===== config.mk =====
export PLATFORM = sky130hd
export DESIGN_NAME = ram_dma
export DESIGN_NICKNAME = d
export VERILOG_FILES = /design/src/rtl/ram_dma.sv
export SDC_FILE = /design/constraint.sdc
export NUM_CORES = 1
export LEC_CHECK = 0
export CAP_MARGIN = 10
export CORE_MARGIN = 3
export CORE_UTILIZATION = 35
export DETAILED_ROUTE_END_ITERATION = 10
export PLACE_DENSITY = 0.54
export REMOVE_ABC_BUFFERS = 1
export SYNTH_ARGS = -nofsm -noshare
export SYNTH_HDL_FRONTEND = slang
export SYNTH_SLANG_ARGS = --single-unit

===== constraint.sdc =====
create_clock -name clk -period 2.9 [get_ports clk]
set_input_delay 0.435 -clock clk [delete_from_list [all_inputs] [get_ports clk]]
set_output_delay 0.435 -clock clk [all_outputs]
set_load 0.02 [all_outputs]

===== src/rtl/ram_dma.sv =====
// ram_dma: block copy / constant fill engine that masters a single-port byte RAM.
// Optional macro DMA_BACKWARD_COPY_EN: overlapping copies with dst above src run descending (memmove).
module ram_dma #(
  parameter int ADDR_W = 16,
  parameter int DATA_W = 8
) (
  input  logic              clk,
  input  logic              reset_n,
  input  logic              start,
  input  logic              mode,
  input  logic [ADDR_W-1:0] src_addr,
  input  logic [ADDR_W-1:0] dst_addr,
  input  logic [ADDR_W-1:0] length,
  input  logic [DATA_W-1:0] fill_value,
  input  logic              abort,
  output logic              busy,
  output logic              done,
  output logic              error,
  output logic              aborted,
  output logic [ADDR_W-1:0] count_left,
  output logic [ADDR_W-1:0] mem_addr,
  output logic [DATA_W-1:0] mem_wdata,
  output logic              mem_we,
  output logic              mem_re,
  input  logic [DATA_W-1:0] mem_rdata,
  input  logic              mem_ready
);

  typedef enum logic [1:0] {IDLE, READ, WRITE, FIN} state_t;

  localparam logic [ADDR_W-1:0] ONE   = ADDR_W'(1);
  localparam logic [ADDR_W:0]   ONE_X = (ADDR_W+1)'(1);

  state_t            state;
  logic              mode_r;
  logic              dir_down;
  logic [ADDR_W-1:0] src_ptr;
  logic [ADDR_W-1:0] dst_ptr;
  logic [ADDR_W-1:0] src_next;
  logic [ADDR_W-1:0] dst_next;
  logic [ADDR_W:0]   src_end;
  logic [ADDR_W:0]   dst_end;
  logic              range_bad;
  logic              backward;
  logic [ADDR_W-1:0] start_src;
  logic [ADDR_W-1:0] start_dst;

  // Last byte addresses in one extra bit so a wrap past the top of memory shows up as bit ADDR_W.
  assign src_end   = {1'b0, src_addr} + {1'b0, length} - ONE_X;
  assign dst_end   = {1'b0, dst_addr} + {1'b0, length} - ONE_X;
  assign range_bad = (length != '0) && ((!mode && src_end[ADDR_W]) || dst_end[ADDR_W]);

`ifdef DMA_BACKWARD_COPY_EN
  assign backward = !mode && (dst_addr > src_addr) && ({1'b0, dst_addr} <= src_end);
`else
  assign backward = 1'b0;
`endif

  assign start_src = backward ? src_end[ADDR_W-1:0] : src_addr;
  assign start_dst = backward ? dst_end[ADDR_W-1:0] : dst_addr;
  assign src_next  = dir_down ? (src_ptr - ONE) : (src_ptr + ONE);
  assign dst_next  = dir_down ? (dst_ptr - ONE) : (dst_ptr + ONE);

  // mem_wdata doubles as the byte buffer: a copy's read lands here and is written out next.
  always_ff @(posedge clk or negedge reset_n) begin
    if (!reset_n) begin
      state      <= IDLE;
      mode_r     <= 1'b0;
      dir_down   <= 1'b0;
      src_ptr    <= '0;
      dst_ptr    <= '0;
      busy       <= 1'b0;
      done       <= 1'b0;
      error      <= 1'b0;
      aborted    <= 1'b0;
      count_left <= '0;
      mem_addr   <= '0;
      mem_wdata  <= '0;
      mem_we     <= 1'b0;
      mem_re     <= 1'b0;
    end else begin
      done  <= 1'b0;
      error <= 1'b0;
      case (state)
        IDLE: begin
          if (start) begin
            if (range_bad) begin
              error <= 1'b1;
            end else if (length == '0) begin
              state      <= FIN;
              done       <= 1'b1;
              count_left <= '0;
            end else begin
              mode_r     <= mode;
              dir_down   <= backward;
              src_ptr    <= start_src;
              dst_ptr    <= start_dst;
              count_left <= length;
              busy       <= 1'b1;
              if (mode) begin
                state     <= WRITE;
                mem_we    <= 1'b1;
                mem_addr  <= start_dst;
                mem_wdata <= fill_value;
              end else begin
                state    <= READ;
                mem_re   <= 1'b1;
                mem_addr <= start_src;
              end
            end
          end
        end

        READ: begin
          if (mem_ready) begin
            mem_wdata <= mem_rdata;
            mem_re    <= 1'b0;
            if (abort) begin
              state   <= FIN;
              done    <= 1'b1;
              aborted <= 1'b1;
              busy    <= 1'b0;
            end else begin
              state    <= WRITE;
              mem_we   <= 1'b1;
              mem_addr <= dst_ptr;
            end
          end else if (abort) begin
            state   <= FIN;
            done    <= 1'b1;
            aborted <= 1'b1;
            busy    <= 1'b0;
            mem_re  <= 1'b0;
          end
        end

        WRITE: begin
          if (mem_ready) begin
            count_left <= count_left - ONE;
            src_ptr    <= src_next;
            dst_ptr    <= dst_next;
            if (count_left == ONE || abort) begin
              state   <= FIN;
              done    <= 1'b1;
              aborted <= abort;
              busy    <= 1'b0;
              mem_we  <= 1'b0;
            end else if (mode_r) begin
              mem_addr <= dst_next;
            end else begin
              state    <= READ;
              mem_we   <= 1'b0;
              mem_re   <= 1'b1;
              mem_addr <= src_next;
            end
          end else if (abort) begin
            state   <= FIN;
            done    <= 1'b1;
            aborted <= 1'b1;
            busy    <= 1'b0;
            mem_we  <= 1'b0;
          end
        end

        FIN: begin
          state   <= IDLE;
          aborted <= 1'b0;
        end

        default: state <= IDLE;
      endcase
    end
  end

endmodule


==> flow_summary.ini, run 1 <==
[floorplanning]
core_mm2 = 0.01991
initial_core_util = 0.3637
pin_count = 116
die_area_mm2 = 0.02245
die_w_um = 149.8
dieHeight_um = 149.8
num_rows = 51

[logic_synthesis]
postSynthAreaPerCell_um2 = 8.045
synth_top_cell_area_share = 0.2799
yosysWarnings = 0
yosys.cell_types.count = 70
netlist_instances = 900
synthFlopType = dfrtp_1
synth.cell_area_mm2 = 0.007241
synth_seq_area_share = 0.2799
async_flop_share = 1.000
synth_seq_cells = 81
synth_area_leaders = dfrtp_1, ha_1, inv_1
synth_top_area_cell = dfrtp_1
synth_edf_count = 0

[clocking]
cts_buffers = 9
cts_tree = yes
ctsHtreeMaxLevel = 3
cts_buffer_depth = 2
path_clk_slew_ns = 0.06
clockRootBuffer = clkbuf_16
clk_latency_ns = 0.36
clock_sinks = 81

[run_status]
status = complete, no violations

[sta]
min_period_ns = 2.857
finalHoldViolCount = 0
fmax_ghz = 0.3501
worst_pin_slew_ns = 0.6839
setup_violations = 0
relSlewSlack = 0.5399
period_share = 0.9850
maxSlewViolCount = 0
fin_worst_skew_ns = 0.008697

[pwr]
p_per_area_mw_per_mm2 = 1007
vdd_drop_max_uv = 657.9
power_leakage_nw = 4.550
power.total_w = 0.01039

[worst_setup_path]
cp-end-kind = register
crit_chain = clkdlybuf4s15_1 > inv_2 > ha_4 > inv_2 > ha_4 > a21oi_4 > o21ai_2 > a41oi_2 > o21ai_2 > buf_6 > xnor2_4 > o2111a_2 > buf_12 > or2_4 > mux2_4
crit_path_start_kind = input pin
crit_path_max_incr_delay_ns = 0.31
critPathMaxFanout = 6
cp_slowest_cell = o2111a_2
crit_type = input pin to register
critical_path_arrival_ns = 3.10
worstPathRequired_ns = 3.14

[route]
final_antenna_net_count = 0
met1_length_um = 11270
route.detailed.drc = 0
drt-total-wl_um = 26250
wl_per_cell_um = 19.17
via_per_inst = 5.480
dr_wl_met2_um = 12790
dr.pass1.iters = 6
first_iter_violations = 576
dr_wl_met3_um = 1762
dr.max_layer_used = met4
num_vias = 7502

[flow_run]
maxCapViolations = 0

[finish]
drive_above_1_share = 0.3071
layout.nets = 1237
final_common_cell = buf_4
utilization = 0.5184
n_antenna_cell = 0
final_cell_mix = buf_4, inv_1, dfrtp_1
synthToLayoutAreaGrowth_pct = 42.53

[global_routing]
grtUsageTotal = 0.2347
grt_pass1_vias = 7353
grt_max_degree = 47
antenna_found_initial = 0
gr-total-overflow = 0
grt_pass1_wl_um = 40920

[min_path]
hold_path.class = input pin to async pin

[placement]
portBuffers = 115
dp_hpwl_um = 19050
routabilityCongestion = 0.8593
final timing paths:
check | startpoint | end | cells past startpoint | slack, ns
worst max-delay path | src_addr[5] | dst_ptr[13] | 15 | 0.04
max in group asynchronous | reset_n | busy | 2 | 2.20
min in group clk | src_addr[8] | src_ptr[8] | 3 | 0.38
worst min register to register | mem_addr[11] | mem_addr[11] | 1 | 0.50
worst min-delay path | reset_n | mem_addr[11] | 1 | 0.04
worst max register to register | src_ptr[2] | mem_addr[15] | 8 | 0.34
final cells by class:
| cell class | count | area (um2) |
|---|---|---|
| timing repair buffer | 233 | 2024 |
| tap | 265 | 331.6 |
| inverter | 133 | 509.2 |
| fill | 1941 | 9589 |
| multi-input combinational | 641 | 5084 |
| clock inverter | 6 | 115.1 |
| clock buffer | 10 | 229.0 |
| sequential | 81 | 2027 |
synthesized netlist by cell type (all sizes together) (4+ instances only):
| cell type | n |
|---|---|
| inv | 133 |
| a2bb2oi | 5 |
| xor2 | 4 |
| mux2i | 18 |
| o221ai | 7 |
| buf | 15 |
| a31oi | 8 |
| nand3 | 35 |
| or3 | 4 |
| o211ai | 12 |
| a211o | 7 |
| xnor2 | 17 |
| a21oi | 42 |
| a22oi | 7 |
| a221o | 9 |
| o41ai | 7 |
| nand3b | 4 |
| o21ai | 44 |
| nor4 | 17 |
| nand4 | 8 |
| a41oi | 5 |
| and2 | 4 |
| nor2 | 79 |
| nor2b | 4 |
| mux2 | 37 |
| or2 | 5 |
| clkbuf | 30 |
| dfrtp | 81 |
| and3 | 8 |
| nand2b | 9 |
| o22ai | 10 |
| nand2 | 82 |
| nor3 | 22 |
| a221oi | 8 |
| ha | 68 |
| a211oi | 17 |
worst max-delay path, delay by kind of cell:
family / cells / cell delay, ns
AOI/OAI and AO/OA: 5 / 0.87
xor gates and xnor gates: 1 / 0.12
buffers and inverters: 5 / 0.59
and+or+nand+nor: 1 / 0.29
adders and majority gates: 2 / 0.48
muxes: 1 / 0.31
what timing repair did:
item	in CTS	in global routing
gates cloned	3	0
resized for setup	156	121
endpoints found under the setup margin	79	77
buffers inserted	10	1
pin swaps	29	35
hold buffers	0	0
per-layer routing:
layer | vias to the layer above | global-route usage
met1 | 3578 | 0.3177
met5 | - | 0
met2 | 301 | 0.3931
met4 | 0 | 0.05764
met3 | 28 | 0.03664
li1 | 3595 | -
logic make-up after synthesis:
kind of cell,after synthesis,synth area share
DFF,81,0.2799
and+or+nand+nor,288,0.1951
xor gates and xnor gates,21,0.02540
adders and majority gates,68,0.1175
buffers and inverters,178,0.09556
AOI/OAI and AO/OA,209,0.2041
muxes,55,0.08243
flip-flops by register name, summed over array words and instances, names as in the netlist, 2 cells and up:
| register | flops |
|---|---|
| count_left | 16 |
| dst_ptr | 16 |
| mem_addr | 16 |
| mem_wdata | 8 |
| src_ptr | 16 |
| state | 2 |
where the power goes:
| part | switching, W | total [W] | internal, W | leakage [nW] |
|---|---|---|---|---|
| Clock | 0.000540 | 0.00139 | 0.000849 | 0.169 |
| Combinational | 0.00357 | 0.00669 | 0.00312 | 3.41 |
| Sequential | 0.000622 | 0.00231 | 0.00169 | 0.969 |
| Total | 0.00473 | 0.0104 | 0.00566 | 4.55 |
per-stage QoR:
stage | TNS, ns | hold slack, ns | std cells | setup WS [ns] | cell area, um2
2_1_floorplan | -108.10 | 0.1394 | 855 | -2.314 | 7048
3_3_place_gp | -69.30 | 0.4462 | 1343 | -1.019 | 9425
3_5_place_dp | -71.93 | 0.4501 | 1343 | -1.120 | 9425
4_1_cts | 0 | 0.05222 | 1369 | 0.005586 | 10180
5_1_grt | -0.04457 | 0.07636 | 1369 | -0.01660 | 10320
6_report | 0 | 0.03982 | 1369 | 0.04336 | 10320
(Power assumes the default switching activity.)
==> run 2: changes to the inputs <==
--- a/config.mk
+++ b/config.mk
@@ -11,6 +11,7 @@
 export DETAILED_ROUTE_END_ITERATION = 10
 export PLACE_DENSITY = 0.54
 export REMOVE_ABC_BUFFERS = 1
+export SLEW_MARGIN = 25
 export SYNTH_ARGS = -nofsm -noshare
 export SYNTH_HDL_FRONTEND = slang
 export SYNTH_SLANG_ARGS = --single-unit
==> results of run 2 <==
The final DEF is identical to that of run 1; final timing and power are the same.
==> run 3: changes to the inputs <==
==> constraint.sdc (replaced) <==
create_clock -name clk -period 3.5 [get_ports clk]
set_input_delay 0.525 -clock clk [delete_from_list [all_inputs] [get_ports clk]]
set_output_delay 0.525 -clock clk [all_outputs]
set_load 0.02 [all_outputs]
==> flow_summary.ini, run 3 (synthesis gave the netlist of run 1 again) <==
[placement]
routabilityCongestion = 0.8721
dp_hpwl_um = 18750
place_area_mm2 = 0.009240
portBuffers = 115

[floorplanning]
initial_core_util = 0.3637
num_rows = 51
die_w_um = 149.8
dieHeight_um = 149.8
die_area_mm2 = 0.02245
pin_count = 116
core_mm2 = 0.01991

[run_status]
status = complete, no violations

[clocking]
ctsHtreeMaxLevel = 3
cts_hold_buf = 0
clk_latency_ns = 0.35
clockRootBuffer = clkbuf_16
cts_buffer_depth = 2
path_clk_slew_ns = 0.07
clock_sinks = 81
cts_tree = yes
cts_buffers = 9

[worst_setup_path]
cp-end-kind = register
crit_start = length[8]
reg2reg_depth = 10
regToRegSetupSlack_ns = 0.66
critical_path_arrival_ns = 3.65
timing.rr.end = mem_addr[8]
crit_type = input pin to register
r2r_start = state[0]
endpoint = src_ptr[11]
worstPathRequired_ns = 3.73
critPathMaxFanout = 12
crit_path_start_kind = input pin

[route]
final_antenna_net_count = 0
num_vias = 7306
route.detailed.drc = 0
wl_per_cell_um = 18.82
via_per_inst = 5.424
dr.pass1.iters = 6
first_iter_violations = 575
drt-total-wl_um = 25350

[sta]
fin_worst_skew_ns = 0.008659
min_period_ns = 3.424
hold_slack_ns = 0.2099
worst_pin_slew_ns = 0.8591
maxSlewViolCount = 0
setup_violations = 0
finalHoldViolCount = 0
fmax_ghz = 0.2920
relSlewSlack = 0.4273
period_share = 0.9783

[pwr]
internal_power_w = 0.004379
power_frac_comb = 0.631
vdd_drop_max_uv = 350.4
p_per_area_mw_per_mm2 = 827.4
p_sw_w = 0.003722
power_leakage_nw = 4.427
power_frac_clock = 0.131
power_frac_seq = 0.238
swShare = 0.4594

[finish]
final_area_mm2 = 0.009792
n_antenna_cell = 0
drive_above_1_share = 0.1848
utilization = 0.4918
synthToLayoutAreaGrowth_pct = 35.23
layout.nets = 1215
final_cell_mix = inv_1, clkdlybuf4s50_1, buf_4
final_common_cell = inv_1

[global_routing]
gr-total-overflow = 0
grt_pass1_wl_um = 39290
grt_pass1_vias = 7180
antenna_found_initial = 0
grtUsageTotal = 0.2230
grt_max_degree = 45

[flow_run]
maxCapViolations = 0

[min_path]
hold_path.class = input pin to async pin
==> run 3: worst min-delay path by stage <==
stage | start | endpoint | slack (ns) | cells past startpoint
6_report | reset_n | mem_addr[11] | 0.21 | 1
5_1_grt | reset_n | mem_addr[11] | 0.26 | 1
4_1_cts | reset_n | dst_ptr[11] | 0.23 | 1
3_5_place_dp | mem_wdata[5] | mem_wdata[5] | 0.49 | 1
3_3_place_gp | mem_wdata[0] | mem_wdata[0] | 0.49 | 1
2_1_floorplan | reset_n | aborted | 0.23 | 0
==> run 3: critical path, stage by stage <==
cell	delay, ns
clkdlybuf4s50_1	0.52
inv_1	0.09
ha_1	0.27
inv_1	0.04
ha_1	0.27
nand2_1	0.09
nor4_4	0.32
nand2_1	0.08
o211ai_1	0.30
or2_1	0.19
o2111a_2	0.35
clkbuf_16	0.22
o21ai_0	0.10
a222oi_1	0.28
==> run 3: final cells by class <==
type	instances	area, um2
Inverter	133	499.2
Multi-Input combinational cell	641	4633
Timing Repair Buffer	211	1977
Sequential cell	81	2027
Fill cell	1985	10120
Tap cell	265	331.6
Clock buffer	13	280.3
Clock inverter	3	43.79
==> run 3: repair_timing <==
| item | 4_1_cts | 5_1_grt |
|---|---|---|
| gates cloned | 0 | 3 |
| setup buffers | 1 | 2 |
| pin swaps | 1 | 10 |
| endpoints found under the hold margin | 0 | 0 |
| endpoints found under the setup margin | 47 | 68 |
| gates resized for setup | 4 | 36 |
==> run 3: stage by stage <==
step                worst slack, ns  power [W]  TNS (ns)  instances
CTS                         0.04499   0.007923         0       1342
global placement            -0.5182   0.006793    -28.19       1325
global route               -0.04242   0.008687   -0.1668       1347
finish                      0.07585   0.008101         0       1347
detailed placement          -0.5397   0.006795    -28.54       1325
floorplan                    -1.714   0.004786    -66.34        855
==> run 3: metal layers <==
layer,wire length [um],global-route usage,up-vias
met5,0,0,-
met4,393,0.05444,0
met3,1424,0.03483,32
met2,11950,0.3602,249
met1,11580,0.3132,3479
li1,-,-,3546
==> run 3: power by group through the flow <==
stage                     sequential [W]  clock [W]  combinational (W)
after global placement           0.00194          0            0.00486
after global routing             0.00200    0.00111            0.00558
after CTS                        0.00192    0.00108            0.00492
final                            0.00193    0.00106            0.00511
after detailed placement         0.00193          0            0.00487
after floorplan                  0.00212          0            0.00266
